[config.mk]
export PLATFORM = sky130hd
export DESIGN_NAME = mem_stage_flat
export DESIGN_NICKNAME = d
export VERILOG_FILES = /design/src/rtl/lsu_pkg.sv /design/src/rtl/mem_stage_pkg.sv /design/src/rtl/mem_stage_if.sv /design/src/rtl/mem_stage_lsu_align.sv /design/src/rtl/mem_stage.sv /design/src/flat_wrapper.sv
export SDC_FILE = /design/constraint.sdc
export NUM_CORES = 1
export LEC_CHECK = 0
export BUFFER_PORTS_ARGS = -buffer_cell sky130_fd_sc_hd__buf_4
export CAP_MARGIN = 30
export CORE_UTILIZATION = 35
export CTS_CLUSTER_SIZE = 8
export DETAILED_ROUTE_END_ITERATION = 8
export GPL_TIMING_DRIVEN = 0
export PLACE_DENSITY_LB_ADDON = 0.1
export SLEW_MARGIN = 10
export SYNTH_ARGS = -nofsm -noshare
export SYNTH_HDL_FRONTEND = slang
export SYNTH_SLANG_ARGS = --single-unit
export TNS_END_PERCENT = 100
[constraint.sdc]
create_clock -name clk -period 4.1 [get_ports clk]
set_clock_uncertainty 0.1 [all_clocks]
set_input_delay 0.82 -clock clk [delete_from_list [all_inputs] [get_ports clk]]
set_output_delay 0.82 -clock clk [all_outputs]
set_load 0.1 [all_outputs]
[src/rtl/lsu_pkg.sv]
// ---------------------------------------------------------------------------
// lsu_pkg
// Purpose : Load/store operation encoding shared by the execute stage, the
//           memory stage and anything else that has to decode lsuop.
// Contents: lsuop_t enum, which lists the byte/half/word loads (signed and
//           unsigned) and the byte/half/word stores.
// ---------------------------------------------------------------------------
package lsu_pkg;

    typedef enum logic [2:0] {
        LB,
        LH,
        LW,
        LBU,
        LHU,
        SB,
        SH,
        SW
    } lsuop_t;

endpackage

[src/rtl/mem_stage_pkg.sv]
// ---------------------------------------------------------------------------
// mem_stage_pkg
// Purpose : Types that cross the boundaries of the memory-access stage.
// Contents: mem_stage_in_t  - EX -> MEM pipeline payload
//           mem_stage_out_t - MEM -> WB payload
//           mem_fwd_t       - EX/MEM register view for the forwarding unit
//           lsu_state_t     - LSU bus FSM states
//           is_store()      - helper that tells stores apart from loads
// ---------------------------------------------------------------------------
package mem_stage_pkg;

    import lsu_pkg::*;

    localparam int XLEN      = 32;
    localparam int RF_ADDR_W = 5;
    localparam int WB_SEL_W  = 2;

    typedef struct packed {
        logic [XLEN-1:0]      opr_res;
        logic [XLEN-1:0]      opr_b;
        logic [RF_ADDR_W-1:0] rd;
        logic [XLEN-1:0]      pc4;
        logic                 rf_en;
        logic                 dm_en;
        logic [WB_SEL_W-1:0]  wb_sel;
        lsuop_t               lsuop;
    } mem_stage_in_t;

    typedef struct packed {
        logic [XLEN-1:0]      opr_res;
        logic [XLEN-1:0]      lsu_rdata;
        logic [RF_ADDR_W-1:0] rd;
        logic [XLEN-1:0]      pc4;
        logic                 rf_en;
        logic [WB_SEL_W-1:0]  wb_sel;
    } mem_stage_out_t;

    typedef struct packed {
        logic                 rf_en;
        logic [RF_ADDR_W-1:0] rd;
        logic [XLEN-1:0]      opr_res;
    } mem_fwd_t;

    typedef enum logic [1:0] {
        IDLE,
        REQ,
        WAIT_R,
        DONE
    } lsu_state_t;

    function automatic logic is_store(input lsuop_t op);
        return (op == SB) || (op == SH) || (op == SW);
    endfunction

endpackage

[src/rtl/mem_stage_if.sv]
// ---------------------------------------------------------------------------
// mem_stage_if
// Purpose : req/gnt/rvalid data-bus bundle between the memory stage (master)
//           and the data memory or bus fabric (slave).
// Signals : req    - request valid, held until gnt
//           we     - 1 = store
//           addr   - word-aligned byte address
//           be     - byte enables, one per lane
//           wdata  - lane-steered store data
//           gnt    - request accepted this cycle
//           rvalid - load data valid
//           rdata  - load data
// ---------------------------------------------------------------------------
interface mem_stage_if #(
    parameter int ADDR_WIDTH = 32,
    parameter int DATA_WIDTH = 32
);

    logic                    req;
    logic                    we;
    logic [ADDR_WIDTH-1:0]   addr;
    logic [DATA_WIDTH/8-1:0] be;
    logic [DATA_WIDTH-1:0]   wdata;
    logic                    gnt;
    logic                    rvalid;
    logic [DATA_WIDTH-1:0]   rdata;

    modport master (
        output req,
        output we,
        output addr,
        output be,
        output wdata,
        input  gnt,
        input  rvalid,
        input  rdata
    );

    modport slave (
        input  req,
        input  we,
        input  addr,
        input  be,
        input  wdata,
        output gnt,
        output rvalid,
        output rdata
    );

endinterface

[src/rtl/mem_stage_lsu_align.sv]
// ---------------------------------------------------------------------------
// lsu_align
// Purpose : Purely combinational byte-lane logic for the memory stage.
//           Generates byte enables and replicated store data, pulls the
//           addressed byte or halfword out of the bus read data and extends
//           it, and flags accesses that are not naturally aligned.
// Ports   : op         in  operation being performed
//           byte_off   in  low two address bits
//           store_data in  unsteered store operand
//           load_data  in  raw bus read data
//           be         out byte enables
//           wdata      out store data replicated across every lane
//           load_ext   out selected lane, sign/zero extended
//           misaligned out half on an odd address, or word not on a 4-byte boundary
// ---------------------------------------------------------------------------
module lsu_align
    import lsu_pkg::*;
    import mem_stage_pkg::*;
(
    input  lsuop_t          op,
    input  logic [1:0]      byte_off,
    input  logic [XLEN-1:0] store_data,
    input  logic [XLEN-1:0] load_data,
    output logic [3:0]      be,
    output logic [XLEN-1:0] wdata,
    output logic [XLEN-1:0] load_ext,
    output logic            misaligned
);

    logic [7:0]  byte_lane;
    logic [15:0] half_lane;

    // A halfword only ever lives in the lower or upper half, so only
    // byte_off[1] is needed to pick it.
    assign byte_lane = load_data[{byte_off, 3'b000} +: 8];
    assign half_lane = byte_off[1] ? load_data[31:16] : load_data[15:0];

    // Stores replicate the operand over all lanes so that whichever lane the
    // byte enables select already holds the right bytes.
    always_comb begin
        be         = 4'b0000;
        wdata      = '0;
        load_ext   = '0;
        misaligned = 1'b0;
        case (op)
            LB: begin
                be       = 4'b0001 << byte_off;
                load_ext = {{24{byte_lane[7]}}, byte_lane};
            end
            LBU: begin
                be       = 4'b0001 << byte_off;
                load_ext = {24'b0, byte_lane};
            end
            LH: begin
                be         = 4'b0011 << {byte_off[1], 1'b0};
                load_ext   = {{16{half_lane[15]}}, half_lane};
                misaligned = byte_off[0];
            end
            LHU: begin
                be         = 4'b0011 << {byte_off[1], 1'b0};
                load_ext   = {16'b0, half_lane};
                misaligned = byte_off[0];
            end
            LW: begin
                be         = 4'b1111;
                load_ext   = load_data;
                misaligned = |byte_off;
            end
            SB: begin
                be    = 4'b0001 << byte_off;
                wdata = {4{store_data[7:0]}};
            end
            SH: begin
                be         = 4'b0011 << {byte_off[1], 1'b0};
                wdata      = {2{store_data[15:0]}};
                misaligned = byte_off[0];
            end
            SW: begin
                be         = 4'b1111;
                wdata      = store_data;
                misaligned = |byte_off;
            end
            default: begin
                be = 4'b0000;
            end
        endcase
    end

endmodule

[src/rtl/mem_stage.sv]
// ---------------------------------------------------------------------------
// mem_stage
// Purpose : Memory-access stage that sits directly after execute. Holds the
//           EX/MEM pipeline register, runs the LSU bus FSM on a req/gnt/rvalid
//           data bus, stalls the front of the pipe while an access is
//           outstanding, feeds writeback and exposes the register contents to
//           the execute-stage forwarding unit.
// Ports   : clk           in  clock
//           rst           in  synchronous active-high reset
//           mem_stage_in  in  EX payload (opr_res, opr_b, rd, pc4, rf_en, dm_en, wb_sel, lsuop)
//           mem_stage_out out WB payload (opr_res, lsu_rdata, rd, pc4, rf_en, wb_sel)
//           mem_fwd_out   out {rf_en, rd, opr_res} straight from the EX/MEM register
//           lsu_stall     out freeze IF/ID/EX and hold the EX/MEM register
//           lsu_misalign  out one-cycle pulse: access in the register was misaligned and dropped
//           dbus          --  data bus, master side
// ---------------------------------------------------------------------------
module mem_stage
    import lsu_pkg::*;
    import mem_stage_pkg::*;
#(
    parameter int DATA_WIDTH = 32,
    parameter int ADDR_WIDTH = 32
) (
    input  logic           clk,
    input  logic           rst,
    input  mem_stage_in_t  mem_stage_in,
    output mem_stage_out_t mem_stage_out,
    output mem_fwd_t       mem_fwd_out,
    output logic           lsu_stall,
    output logic           lsu_misalign,
    mem_stage_if.master    dbus
);

    mem_stage_in_t         ex_mem_q;
    lsu_state_t            state_q;
    lsu_state_t            state_d;
    logic [DATA_WIDTH-1:0] rdata_q;

    logic                  req;
    logic                  store_op;
    logic                  access_ok;
    logic                  access_bad;
    logic [3:0]            lane_be;
    logic [DATA_WIDTH-1:0] lane_wdata;
    logic [DATA_WIDTH-1:0] load_ext;
    logic                  misaligned;

    lsu_align u_lsu_align (
        .op         (ex_mem_q.lsuop),
        .byte_off   (ex_mem_q.opr_res[1:0]),
        .store_data (ex_mem_q.opr_b),
        .load_data  (dbus.rdata),
        .be         (lane_be),
        .wdata      (lane_wdata),
        .load_ext   (load_ext),
        .misaligned (misaligned)
    );

    assign store_op   = is_store(ex_mem_q.lsuop);
    assign access_ok  = ex_mem_q.dm_en & ~misaligned;
    assign access_bad = ex_mem_q.dm_en &  misaligned;

    // EX/MEM register. Holding it on lsu_stall keeps every bus field stable
    // for the whole access without a separate copy of the request.
    always_ff @(posedge clk) begin
        if (rst) begin
            ex_mem_q <= '0;
        end else if (!lsu_stall) begin
            ex_mem_q <= mem_stage_in;
        end
    end

    // LSU state register.
    always_ff @(posedge clk) begin
        if (rst) begin
            state_q <= IDLE;
        end else begin
            state_q <= state_d;
        end
    end

    // Load data is captured only while waiting for it; an rvalid in any other
    // state (including one that arrives after a reset) never reaches rdata_q.
    always_ff @(posedge clk) begin
        if (rst) begin
            rdata_q <= '0;
        end else if ((state_q == WAIT_R) && dbus.rvalid) begin
            rdata_q <= load_ext;
        end
    end

    // Next state and handshake outputs. IDLE with an aligned access behaves
    // exactly like REQ, so a gnt already present in the first cycle is taken
    // and a store granted there costs no stall at all.
    always_comb begin
        state_d      = state_q;
        req          = 1'b0;
        lsu_stall    = 1'b0;
        lsu_misalign = 1'b0;
        case (state_q)
            IDLE, REQ: begin
                if ((state_q == REQ) || access_ok) begin
                    req       = 1'b1;
                    lsu_stall = 1'b1;
                    state_d   = REQ;
                    if (dbus.gnt) begin
                        if (store_op) begin
                            lsu_stall = 1'b0;
                            state_d   = IDLE;
                        end else begin
                            state_d   = WAIT_R;
                        end
                    end
                end else if (access_bad) begin
                    lsu_misalign = 1'b1;
                end
            end
            WAIT_R: begin
                lsu_stall = 1'b1;
                if (dbus.rvalid) begin
                    state_d = DONE;
                end
            end
            DONE: begin
                state_d = IDLE;
            end
            default: begin
                state_d = IDLE;
            end
        endcase
    end

    assign dbus.req   = req;
    assign dbus.we    = ex_mem_q.dm_en & store_op;
    assign dbus.addr  = ADDR_WIDTH'({ex_mem_q.opr_res[XLEN-1:2], 2'b00});
    assign dbus.be    = ex_mem_q.dm_en ? lane_be : 4'b0000;
    assign dbus.wdata = lane_wdata;

    // A dropped misaligned load must not write the register file.
    assign mem_stage_out.opr_res   = ex_mem_q.opr_res;
    assign mem_stage_out.lsu_rdata = (state_q == DONE) ? rdata_q : '0;
    assign mem_stage_out.rd        = ex_mem_q.rd;
    assign mem_stage_out.pc4       = ex_mem_q.pc4;
    assign mem_stage_out.rf_en     = ex_mem_q.rf_en & ~access_bad;
    assign mem_stage_out.wb_sel    = ex_mem_q.wb_sel;

    assign mem_fwd_out.rf_en   = ex_mem_q.rf_en;
    assign mem_fwd_out.rd      = ex_mem_q.rd;
    assign mem_fwd_out.opr_res = ex_mem_q.opr_res;

endmodule

[src/flat_wrapper.sv]
// flat-port wrapper written by rule: the top's interface ports become plain ports
module mem_stage_flat import lsu_pkg::*; import mem_stage_pkg::*;
#(
    parameter int DATA_WIDTH = 32,
    parameter int ADDR_WIDTH = 32
)
  (clk, rst, mem_stage_in, mem_stage_out, mem_fwd_out, lsu_stall, lsu_misalign, dbus_req, dbus_we, dbus_addr, dbus_be, dbus_wdata, dbus_gnt, dbus_rvalid, dbus_rdata);
  mem_stage_if #(.ADDR_WIDTH(ADDR_WIDTH), .DATA_WIDTH(DATA_WIDTH)) dbus_i ();
  input  logic clk;
  input  logic rst;
  input  mem_stage_in_t mem_stage_in;
  output mem_stage_out_t mem_stage_out;
  output mem_fwd_t mem_fwd_out;
  output logic lsu_stall;
  output logic lsu_misalign;
  output wire logic [$bits(dbus_i.req)-1:0] dbus_req;
  output wire logic [$bits(dbus_i.we)-1:0] dbus_we;
  output wire logic [$bits(dbus_i.addr)-1:0] dbus_addr;
  output wire logic [$bits(dbus_i.be)-1:0] dbus_be;
  output wire logic [$bits(dbus_i.wdata)-1:0] dbus_wdata;
  input wire logic [$bits(dbus_i.gnt)-1:0] dbus_gnt;
  input wire logic [$bits(dbus_i.rvalid)-1:0] dbus_rvalid;
  input wire logic [$bits(dbus_i.rdata)-1:0] dbus_rdata;
  assign dbus_req = dbus_i.req;
  assign dbus_we = dbus_i.we;
  assign dbus_addr = dbus_i.addr;
  assign dbus_be = dbus_i.be;
  assign dbus_wdata = dbus_i.wdata;
  assign dbus_i.gnt = dbus_gnt;
  assign dbus_i.rvalid = dbus_rvalid;
  assign dbus_i.rdata = dbus_rdata;
  mem_stage #(.DATA_WIDTH(DATA_WIDTH), .ADDR_WIDTH(ADDR_WIDTH)) u_core (.clk(clk), .rst(rst), .mem_stage_in(mem_stage_in), .mem_stage_out(mem_stage_out), .mem_fwd_out(mem_fwd_out), .lsu_stall(lsu_stall), .lsu_misalign(lsu_misalign), .dbus(dbus_i));
endmodule
==> reports/qor.csv <==
metric,value,unit
status,"finished, final reports clean",
synth_edf_count,0,
clk_pin_slew,0.06,ns
grt_usage,21.3,%
synth_cells,984,
p_switching,4.29,mW
grt_antenna_before_repair,0,
crit_path_end_kind,primary output,
ir_worst_vdd,0.000378,V
vias,7945,
rsz0062_at_grt,false,
period_share,92.3,%
internal_power,4.01,mW
worstPathRequired,3.18,ns
whs,0.351,ns
path_common_cell,buf_2,
grt_first_pass_wirelength,42500,um
initial_core_util,35.8,%
wl_per_cell,16.5,um
crit_fanout,10,
p_leak,5.89,nW
maxCapViolCount,0,
path_cells,"buf_2, buf_2, buf_1, nand2b_1, a21oi_1, o211ai_1, and2_1, buf_4",
max_freq,264,MHz
cts_root_buffer,clkbuf_16,
layout_min_cycle_time,3.78,ns
drive_above_1_share,41.6,%
dieArea,0.0256,mm^2
postCtsSetupRepairBufs,0,
die_h,160,um
dr.first_iter.drc_count,474,
crit_arrival,2.86,ns
yosysTopAreaCellShare,32.6,%
synthFlopType,dfxtp_1,
synthArstFlopShare,0,%
yosysTopAreaCell,dfxtp_1,
yosysSeqAreaShare,32.6,%
yosys.cell_count.top_type,nand2b_1,
clock-sinks,142,
gp_congestion,0.836,
route.detailed.drc,0,
core,0.0244,mm^2
p_seq_share,22.3,%
powerDensity,670,mW/mm^2
finalNetCount,1503,
fillers,2423,
clkPwrFrac,18.9,%
cts_buffers,17,
cts_tree,done,
min_path_type,reg2reg,
area_growth,42.0,%
worst_slew_pin_slew,1.10,ns
ctsResizeCount,0,
fp.dieW,160,um
crit_path_top_delay_cell,buf_1,
slew_headroom,26.5,%
grt_max_degree,17,
crit_path_start_kind,flop,
synth_common_cells,"nand2b_1 (218), buf_4 (152), dfxtp_1 (142)",
grt_pass1_vias,7560,
yosys-top-cells-area,"dfxtp_1 (33%), nand2b_1 (16%), buf_4 (13%)",
htreeDepth,4,
place_area,0.0118,mm^2
drt-pass1-iter-count,7,
ctsHoldBuffers,0,
detail_route.vias_per_cell,4.68,
ys_ff_latch,142,
final_max_slew_viol_count,0,
ant_nets,0,
io_buffer_count,355,
combPwrFrac,58.8,%
critPathKind,reg2out,
setup-violations-final,0,
post-dp-hpwl,21400,um
clock_path_buffers,2,
synth_area,0.00873,mm^2
rows,57,
grt-ovfl-total,0,
yosysWarningCount,0,
antennaDiodeCount,0,
p_sw_share,51.7,%
syn_area_per_cell,8.87,um^2
synth.distinct_cells,51,
clk-insertion-delay-late,0.42,ns
routed_wl,27900,um
critPathMaxStageDelay,0.48,ns
ios,358,
finalHoldViolations,0,
final_area,0.0124,mm^2
post-route-util,50.8,%
[metrics by stage]
step / setup TNS (ns) / instances / power, mW / setup slack [ns]
after floorplan: -0.811 / 985 / 5.78 / -0.406
after global placement: 0 / 1664 / 6.75 / 0.586
after detailed placement: 0 / 1665 / 6.78 / 0.585
after CTS: 0 / 1697 / 8.36 / 0.124
after global routing: 0 / 1696 / 8.64 / 0.0685
final: 0 / 1696 / 8.31 / 0.316
[power groups by stage]
| stage | combinational, mW | clock, mW | sequential [mW] |
|---|---|---|---|
| 4_1_cts | 4.91 | 1.61 | 1.85 |
| 3_3_place_gp | 4.88 | 0 | 1.87 |
| 2_1_floorplan | 3.98 | 0 | 1.80 |
| 6_report | 4.89 | 1.57 | 1.85 |
| 5_1_grt | 5.09 | 1.67 | 1.88 |
| 3_5_place_dp | 4.90 | 0 | 1.88 |
[worst paths after layout]
kind	from	endpoint	slack, ns	cells past startpoint
setup / recovery	u_core.ex_mem_q[1]	mem_stage_out[2]	0.32	8
hold / removal	u_core.rdata_q[27]	u_core.rdata_q[27]	0.35	2
hold reg to reg	u_core.rdata_q[27]	u_core.rdata_q[27]	0.35	2
setup reg to reg	u_core.mem_fwd_out[1]	u_core.rdata_q[21]	1.45	6
[area by class of cell]
type	instances	area [um^2]	area share, %
clock inverters	11	134	1.08
well taps	324	405	3.27
clock buffers	21	450	3.63
multi-input cells	622	4450	35.9
inverters	8	30.0	0.242
repair buffers	356	2670	21.5
flip-flops and latches	142	2840	22.9
plain buffers	212	1420	11.4
[flip-flops by register name, indices dropped and copies added, names as in the netlist]
signal and flops:
u_core.ex_mem_q 36, u_core.mem_stage_out 34, u_core.rdata_q 32, u_core.dbus.addr 30, u_core.mem_fwd_out 8, u_core.state_q 2
[worst max-delay path, delay by kind of cell (launching register included)]
family | cells | cell delay [ns]
AOI/OAI and AO/OA | 2 | 0.56
DFF | 1 | 0.30
buffers and inverters | 4 | 1.19
and+or+nand+nor | 2 | 0.38
[kinds of logic after synthesis]
kind of cell | share of synthesized area [%]
XOR/XNOR | 0.287
AND/OR/NAND/NOR | 24.8
AO/OA/AOI/OAI | 10.8
multiplexers | 14.9
flip-flops | 32.6
other | 0.0430
buffers and inverters | 16.6
[layer usage]
layer  vias to the layer above  track usage, %  part of all wire (%)
met5                         -               0                     0
met4                         0            5.41                   1.2
met3                        24            5.53                   7.1
met2                       315            35.0                    47
met1                      3677            27.6                    45
li1                       3929               -                     -
[placed cells by master (no fill, tap or decap), drive strengths merged, types with 15 or more instances in the layout]
cell,n
buf,521
nand2b,218
dfxtp,142
mux2i,111
clkbuf,68
nand2,50
and3,32
o21ai,29
a22oi,28
nor2b,16
and2,16
mux2,15
Power figures use the tool's default switching activity.
